`config.mk`:
```
export PLATFORM = sky130hd
export DESIGN_NAME = gtech_rr_sel3
export DESIGN_NICKNAME = d
export VERILOG_FILES = /design/src/rtl/gtech_sel_pkg.sv /design/src/rtl/gtech_aoi222_vec.sv /design/src/rtl/gtech_rr_sel3.sv
export SDC_FILE = /design/constraint.sdc
export NUM_CORES = 1
export LEC_CHECK = 0
export ABC_AREA = 1
export BUFFER_PORTS_ARGS = -buffer_cell sky130_fd_sc_hd__buf_2
export CORE_MARGIN = 3
export CORE_UTILIZATION = 40
export DETAILED_ROUTE_END_ITERATION = 8
export PLACE_DENSITY_LB_ADDON = 0.12
export SETUP_SLACK_MARGIN = 0.4
export SLEW_MARGIN = 20
export SYNTH_ARGS = -nofsm -noshare
export SYNTH_HDL_FRONTEND = slang
export SYNTH_HIERARCHICAL = 1
export SYNTH_SLANG_ARGS = --single-unit
```
`constraint.sdc`:
```
create_clock -name CP -period 4.35 [get_ports CP]
set_clock_uncertainty 0.2 [all_clocks]
set_input_delay 0.2175 -clock CP [delete_from_list [all_inputs] [get_ports CP]]
set_output_delay 0.2175 -clock CP [all_outputs]
set_load 0.01 [all_outputs]
```
`src/rtl/gtech_sel_pkg.sv`:
```
// Shared types, grant encodings and round-robin pick helper for the AOI222 select generator.
package gtech_sel_pkg;

  typedef enum logic {
    IDLE  = 1'b0,
    GRANT = 1'b1
  } sel_state_t;

  localparam logic [2:0] G0    = 3'b001;
  localparam logic [2:0] G1    = 3'b010;
  localparam logic [2:0] G2    = 3'b100;
  localparam logic [2:0] GNONE = 3'b000;

  // Clear value of the last-granted index, so the first scan order is 0,1,2.
  localparam logic [1:0] LAST_RST = 2'd2;

  // First set request bit scanning last+1, last+2, last+3 (mod 3).
  function automatic logic [2:0] rr_pick(input logic [2:0] req, input logic [1:0] last);
    logic [2:0] g;
    g = GNONE;
    case (last)
      2'd0: begin
        if      (req[1]) g = G1;
        else if (req[2]) g = G2;
        else if (req[0]) g = G0;
      end
      2'd1: begin
        if      (req[2]) g = G2;
        else if (req[0]) g = G0;
        else if (req[1]) g = G1;
      end
      default: begin
        if      (req[0]) g = G0;
        else if (req[1]) g = G1;
        else if (req[2]) g = G2;
      end
    endcase
    return g;
  endfunction

  function automatic logic [1:0] oh_idx(input logic [2:0] oh);
    logic [1:0] idx;
    idx = 2'd0;
    if (oh[1]) idx = 2'd1;
    if (oh[2]) idx = 2'd2;
    return idx;
  endfunction

endpackage

```
`src/rtl/gtech_aoi222_vec.sv`:
```
// Bitwise AOI222 of three words against their grant bits; purely combinational.
module gtech_aoi222_vec #(
  parameter int WIDTH = 8
) (
  input  logic [WIDTH-1:0] i_a,
  input  logic [WIDTH-1:0] i_b,
  input  logic [WIDTH-1:0] i_c,
  input  logic [2:0]       i_sel,
  output logic [WIDTH-1:0] o_zn
);

  assign o_zn = ~((i_a & {WIDTH{i_sel[0]}}) |
                  (i_b & {WIDTH{i_sel[1]}}) |
                  (i_c & {WIDTH{i_sel[2]}}));

endmodule

```
`src/rtl/gtech_rr_sel3.sv`:
```
// Round-robin 3-way select generator with hold timeout; grant is 1 cycle after request,
// ZN lags grant by 1 cycle. Release on DONE or dropped request has priority over timeout.
module gtech_rr_sel3 #(
  parameter int WIDTH    = 8,
  parameter int HOLD_MAX = 16,
  parameter int CW       = 8
) (
  input  logic             CP,
  input  logic             CD,
  input  logic [2:0]       REQ,
  input  logic [2:0]       DONE,
  input  logic [WIDTH-1:0] DA,
  input  logic [WIDTH-1:0] DB,
  input  logic [WIDTH-1:0] DC,
  output logic [2:0]       GNT,
  output logic             GNT_VLD,
  output logic [WIDTH-1:0] ZN,
  output logic             TIMEOUT
);

  import gtech_sel_pkg::*;

  localparam logic [CW-1:0] HOLD_LIM = CW'(HOLD_MAX);
  localparam logic [CW-1:0] CNT_ONE  = CW'(1);

  sel_state_t      r_state, w_state_nxt;
  logic [2:0]      r_gnt, w_gnt_nxt;
  logic            r_gnt_vld;
  logic [1:0]      r_last, w_last_nxt;
  logic [CW-1:0]   r_cnt, w_cnt_nxt;
  logic            r_to, w_to_nxt;
  logic [WIDTH-1:0] r_zn;
  logic [WIDTH-1:0] w_aoi;
  logic [2:0]      w_pick;
  logic            w_rel;

  assign w_pick = rr_pick(REQ, r_last);
  // In GRANT r_last is the holder, so the holder is last in the scan order.
  assign w_rel  = |(r_gnt & (DONE | ~REQ));

  always_comb begin
    w_state_nxt = r_state;
    w_gnt_nxt   = r_gnt;
    w_last_nxt  = r_last;
    w_cnt_nxt   = r_cnt;
    w_to_nxt    = 1'b0;
    case (r_state)
      IDLE: begin
        w_gnt_nxt = GNONE;
        w_cnt_nxt = '0;
        if (w_pick != GNONE) begin
          w_gnt_nxt   = w_pick;
          w_last_nxt  = oh_idx(w_pick);
          w_cnt_nxt   = CNT_ONE;
          w_state_nxt = GRANT;
        end
      end
      GRANT: begin
        if (w_rel) begin
          if (w_pick != GNONE) begin
            w_gnt_nxt  = w_pick;
            w_last_nxt = oh_idx(w_pick);
            w_cnt_nxt  = CNT_ONE;
          end else begin
            w_gnt_nxt   = GNONE;
            w_cnt_nxt   = '0;
            w_state_nxt = IDLE;
          end
        end else if (r_cnt == HOLD_LIM) begin
          w_gnt_nxt   = GNONE;
          w_cnt_nxt   = '0;
          w_to_nxt    = 1'b1;
          w_state_nxt = IDLE;
        end else if (r_cnt != '1) begin
          w_cnt_nxt = r_cnt + CNT_ONE;
        end
      end
      default: begin
        w_gnt_nxt   = GNONE;
        w_cnt_nxt   = '0;
        w_state_nxt = IDLE;
      end
    endcase
  end

  gtech_aoi222_vec #(
    .WIDTH (WIDTH)
  ) u_aoi (
    .i_a   (DA),
    .i_b   (DB),
    .i_c   (DC),
    .i_sel (r_gnt),
    .o_zn  (w_aoi)
  );

  always_ff @(posedge CP or negedge CD) begin
    if (!CD) begin
      r_state   <= IDLE;
      r_gnt     <= GNONE;
      r_gnt_vld <= 1'b0;
      r_last    <= LAST_RST;
      r_cnt     <= '0;
      r_to      <= 1'b0;
      r_zn      <= '1;
    end else begin
      r_state   <= w_state_nxt;
      r_gnt     <= w_gnt_nxt;
      r_gnt_vld <= |w_gnt_nxt;
      r_last    <= w_last_nxt;
      r_cnt     <= w_cnt_nxt;
      r_to      <= w_to_nxt;
      r_zn      <= w_aoi;
    end
  end

  assign GNT     = r_gnt;
  assign GNT_VLD = r_gnt_vld;
  assign ZN      = r_zn;
  assign TIMEOUT = r_to;

  a_gnt_onehot: assert property (@(posedge CP) disable iff (!CD) $onehot0(r_gnt));

endmodule

```
Word-level counts from Yosys, hierarchy flattened
Cells that the tools add are included.
{ "totals": {"regBits": 24, "latch_bits": 0, "ramBits": 0, "romBits": 0, "input_bits": 32, "out_inout_bits": 13, "elab_cells": 58, "n_memories": 0} }
{ "op_classes": {"addsub": 1, "multipliers": 0, "div_mod_pow": 0, "n_lt_le_gt_ge": 0, "n_eq_ne": 5, "shift": 0, "n_mux": 31, "bitwise_logic": 10, "reduce_logical": 4} }
{ "op_table": {"columns": ["operator", "count"], "rows": [
  ["two-way mux 3 bit", 9],
  ["AND 8 bit", 3],
  ["two-way mux 8 bit", 3],
  ["bitwise OR 8 bit", 2],
  ["case mux 8 bit (2 select lines)", 1],
  ["case mux 3 bit (2 select lines)", 2],
  ["two-way mux 2 bit", 5],
  ["two-way mux 1 bit", 9],
  ["adder 8 x 1 -> 8 bit (second input constant)", 1],
  ["== test 8 x 5 -> 1 bit (second input constant)", 1],
  ["!= test 8 bit (second input constant)", 1],
  ["inverter 8 bit", 1],
  ["OR reduction 3 bit", 2],
  ["!= test 4 x 1 -> 1 bit (second input constant)", 1],
  ["case mux 2 bit (2 select lines)", 1],
  ["AND 3 bit", 1],
  ["inverter 3 bit", 1],
  ["bitwise OR 3 bit", 1],
  ["nonzero test 3 bit", 1],
  ["== test 2 x 1 -> 1 bit (second input constant)", 1],
  ["logical NOT 2 bit", 1],
  ["!= test 2 x 1 -> 1 bit (second input constant)", 1],
  ["case mux 1 bit (2 select lines)", 1],
  ["inverter 1 bit", 1]
]} }

Depth between registers and ports, before layout
{ "depth": {"ltp_word": 9, "ltp_mapped": 10, "depth_no_buf": 10} }

Modules after synthesis
Netlist, hierarchy kept.
{ "by_module_without_submodules": {"columns": ["mod", "n_inst", "cells_each", "area_per_inst_um2", "seq_area_each_um2"], "rows": [
  ["gtech_rr_sel3", 1, 126, 1138.6, 611.8],
  ["gtech_aoi222_vec", 1, 51, 236.5, 0.0]
]} }

Least setup slack after synthesis
Ideal clock, no wire load.
{ "synth_path": {"path_type": "register -> register", "start": "reg r_cnt[0]", "end": "reg r_cnt[1]", "setup_time_ps": 126, "t_arrival_ps": 1145, "t_required_ps": 4024, "slack_ps": 2879, "stages_incl_launch_ff": 7, "path_buffers": 0, "period_less_slack_ps": 1471, "cell_sequence": "dfrtp_1 ha_1 nand3_1 nor3_2 nand2_4 nand3_1 o21ai_0"} }
{ "synth_via": {"elab_chain_len": 5, "word_cells_on_any_way": 8, "cone_classes": "1 x add/sub; 3 x eq/ne; 4 x mux"} }
{ "synth_lines": {"columns": ["element", "line_no", "source"], "rows": [
  ["start, declared", "gtech_rr_sel3.sv:30", "logic [CW-1:0] r_cnt, w_cnt_nxt;"],
  ["start signal, assigned", "gtech_rr_sel3.sv:110", "r_cnt <= w_cnt_nxt;"],
  ["adder 8 x 1 -> 8 bit", "gtech_rr_sel3.sv:75", "w_cnt_nxt = r_cnt + CNT_ONE;"],
  ["two-way mux 8 bit", "gtech_rr_sel3.sv:74", "end else if (r_cnt != '1) begin"],
  ["two-way mux 8 bit", "gtech_rr_sel3.sv:69", "end else if (r_cnt == HOLD_LIM) begin"],
  ["two-way mux 8 bit", "gtech_rr_sel3.sv:59", "if (w_rel) begin"],
  ["case mux 8 bit (2 select lines)", "gtech_rr_sel3.sv:47", "case (r_state)"]
]} }
Several ways; a longest one is shown, not always the timed one. The select of a mux whose other input is x is not followed.
A chain may end at the register's enable or synchronous reset.

Final worst setup path
{ "layout_path": {"start": "reg r_gnt[1], in the netlist GNT[1]", "end": "reg r_zn[4], in the netlist ZN[4]"} }
{ "layout_via": {"elab_chain_len": 4} }
{ "layout_lines": {"columns": ["element", "line_no", "source"], "rows": [
  ["start, declared", "gtech_rr_sel3.sv:27", "logic [2:0] r_gnt, w_gnt_nxt;"],
  ["start signal, assigned", "gtech_rr_sel3.sv:107", "r_gnt <= w_gnt_nxt;"],
  ["AND 8 bit", "gtech_aoi222_vec.sv:13", "(i_b & {WIDTH{i_sel[1]}}) |"],
  ["bitwise OR 8 bit", "gtech_aoi222_vec.sv:12", "assign o_zn = ~((i_a & {WIDTH{i_sel[0]}}) |"],
  ["bitwise OR 8 bit", "gtech_aoi222_vec.sv:13", null],
  ["inverter 8 bit", "gtech_aoi222_vec.sv:12", null],
  ["net w_aoi[4]", "gtech_rr_sel3.sv:33", "logic [WIDTH-1:0] w_aoi;"],
  ["end signal, assigned", "gtech_rr_sel3.sv:112", "r_zn <= w_aoi;"],
  ["end, declared", "gtech_rr_sel3.sv:32", "logic [WIDTH-1:0] r_zn;"]
]} }
The timed path passes the listed nets, and every way through them passes these cells.

==> flow_summary.yaml <==
cells_and_area:
  insertedDiodeCount: 0
  layout_common_cells: "nand2_1, buf_2, inv_1"
  area_delta_synth_final_pct: 34.5
  final_common_cell: "nand2_1"
  final-instance-count-excl-fill: 284
  nets: 275
  drive_above_1_share: 0.338
synthesis:
  synth-seq-cells: 24
  synthAdderAreaFrac: 0.0182
  syn-num-nets: 211
  synth_compound_area_frac: 0.0482
  synthCells: 177
  synth_top_family_by_area: "simple AND/OR/NAND/NOR gates"
  synth_cell_types: 24
  synth_warnings: 6
  yosysSeqAreaShare: 0.445
  post_synth_and_or_nand_nor_area_fraction: 0.392
  netlist_area_sq_mm: 0.00138
  synthMuxAreaShare: 0
  syn_area_per_cell_sq_um: 7.77
  synth-xor-area-share: 0.00637
setup_path:
  crit_arrival_ns: 2.24
  crit_required_ns: 4.40
  rr_worst_depth: 5
  worst_path_dominant_cell_family: "buffers and inverters"
  setup.worst_path.class: "reg -> reg"
  critPathMaxStageDelay_ns: 0.61
  rrSetupSlack_ns: 2.16
  cpMaxStageDelayCell: "dfrtp_1"
  crit_path_end_kind: "register"
  cp_max_fo: 12
  crit_chain: "nand2_1 -> nand2_1 -> dlygate4sd3_1 -> nor2_2 -> dlygate4sd3_1"
  startpoint_type: "register"
  worst-path-buf-inv: 2
  r2r_start: "GNT[1]$_DFF_PN0_"
  r2r_end: "ZN[4]$_DFF_PN1_"
clock_tree:
  cts_root_buffer: "clkbuf_4"
  htreeDepth: 1
  numCtsBuffers: 3
  clkLatencyLatePin_ns: 0.32
  cts_sinks: 24
  clockBufferDepth: 2
  cts_tree: "yes"
  cts.reportedPaths.clkPinSlew_ns: 0.13
detailed_routing:
  drtIter0Drc: 39
  drc_errors: 0
  antenna_left: 0
  firstDrtPassIters: 4
  avgViaCountPerCell: 4.50
  vias: 1278
  routed_wirelength_mm: 3.14
  wl_per_cell_um: 11.1
power_and_ir_drop:
  powerDensity_mw_per_mm2: 559
  p_total_mw: 1.03
  peakVddDrop_mv: 0.310
  p_leak_nw: 1.02
sta:
  slew_headroom: 0.637
  min_period_ns: 2.19
  finalHoldViolations: 0
  tightest_slew_ns: 0.545
  slew_viol_final: 0
  fmax_mhz: 456
  final.setup.tns_ns: 0
  rsz0062_at_grt: "false"
  fin_crit_sh: 0.504
  finalSetupViolations: 0
die:
  ios: 45
  dieArea_sq_mm: 0.00418
  core_area_sq_mm: 0.00315
  chipHeight_um: 64.6
  rows: 20
  start_util: 0.436
  die_w_um: 64.6
global_routing:
  grt_pass1_vias: 1254
  grt_overflow: 0
  grt_max_degree: 25
  antenna_found_initial: 0
  grt_pass1_wl_mm: 5.29
  grt.total_usage: 0.160
placed_design:
  numPlacedInstances: 262
  numPortBuffers: 44
  dp_hpwl_mm: 2.36
  routabilityCongestion: 0.825
min_path:
  whs_path_depth: 4
  hold_end: "GNT[0]$_DFF_PN0_"
  hold_class: "in -> reg"
  hp-start: "REQ[1]"
status:
  status: "finished, final reports clean"
flow_run:
  maxCapViolCount: 0
[timing repair]
item / CTS / global route
resized for setup: 0 / 0
hold endpoints to repair: 23 / 0
hold buffers: 18 / 0
setup endpoints to repair: 0 / 0
setup buffers: 0 / 0
[where the power goes]
group	switching, mW	leakage, nW	internal (mW)
Sequential	0.0693	0.289	0.327
Combinational	0.264	0.706	0.212
Clock	0.0681	0.0279	0.0931
Total	0.401	1.02	0.632
[layout make-up]
type / count / area (sq um)
Clock inverter: 1 / 30.0
Tap cell: 44 / 55.1
Inverter: 24 / 90.1
Multi-Input combinational cell: 126 / 639
Timing Repair Buffer: 62 / 400
Fill cell: 304 / 1300
Clock buffer: 3 / 22.5
Sequential cell: 24 / 612
[cell usage after synthesis]
library cell,n,share of area
a21o_1,1,0.0055
a21oi_1,2,0.0073
a21oi_2,1,0.0064
buf_6,3,0.025
dfrtp_1,15,0.27
dfstp_2,9,0.17
ha_1,2,0.018
inv_1,22,0.060
inv_2,2,0.0055
nand2_1,66,0.18
nand2_2,4,0.018
nand2_4,4,0.033
nand3_1,11,0.040
nand3b_1,1,0.0055
nand4_1,1,0.0046
nand4_2,1,0.0091
nor2_1,16,0.044
nor2_2,8,0.036
nor2_8,1,0.015
nor3_2,1,0.0073
o21ai_0,3,0.011
o21ai_2,1,0.0064
o21ai_4,1,0.012
xnor2_1,1,0.0064
[metal layers]
metal	part of all wire	GRT usage	vias up
met1	0.43	0.182	581
met3	0.052	0.0503	4
met4	0.0080	0.0369	0
met2	0.51	0.290	27
met5	0	0	-
li1	-	-	666
[worst max path at each step]
stage                    startpoint                   end  slack (ns)  depth (start not counted)
5_1_grt            GNT[1]$_DFF_PN0_       ZN[4]$_DFF_PN1_        2.06                          5
4_1_cts            GNT[1]$_DFF_PN0_       ZN[4]$_DFF_PN1_        2.18                          5
3_5_place_dp   r_cnt[0]$_DFFE_PN0P_  r_cnt[3]$_DFFE_PN0P_        2.71                          7
2_1_floorplan  r_cnt[0]$_DFFE_PN0P_  r_cnt[1]$_DFFE_PN0P_        2.88                          6
3_3_place_gp   r_cnt[0]$_DFFE_PN0P_  r_cnt[1]$_DFFE_PN0P_        2.71                          6
6_report           GNT[1]$_DFF_PN0_       ZN[4]$_DFF_PN1_        2.16                          5
[metrics by stage]
step                      hold slack [ns]  area (sq um)   util  worst slack (ns)
after floorplan                    -0.278          1380      -              2.88
after global placement             0.0324          1620  0.513              2.71
after detailed placement           0.0386          1620  0.513              2.71
after CTS                          0.0479          1850  0.587              2.18
after global routing               0.0662          1850  0.587              2.06
final                              0.0682          1850  0.587              2.16
[sequential cells by signal (all words and copies together) (netlist names)]
name and cells:
GNT_VLD 1, r_state 1, ZN 8, r_last 2, TIMEOUT 1, GNT 3, r_cnt 8
[cell families after synthesis]
logic type               count (synthesis)
AND/OR/NAND/NOR                        114
buffers and inverters                   27
flip-flops                              24
AO/OA/AOI/OAI                            9
adder cells (fa/ha/maj)                  2
XOR/XNOR                                 1
[tightest hold or removal path, stage by stage]
cell	delay (ns)
buf_2	0.13
a21oi_1	0.07
nand2_1	0.06
nand2_1	0.06
Note: power is estimated with default switching activity, not from simulation.
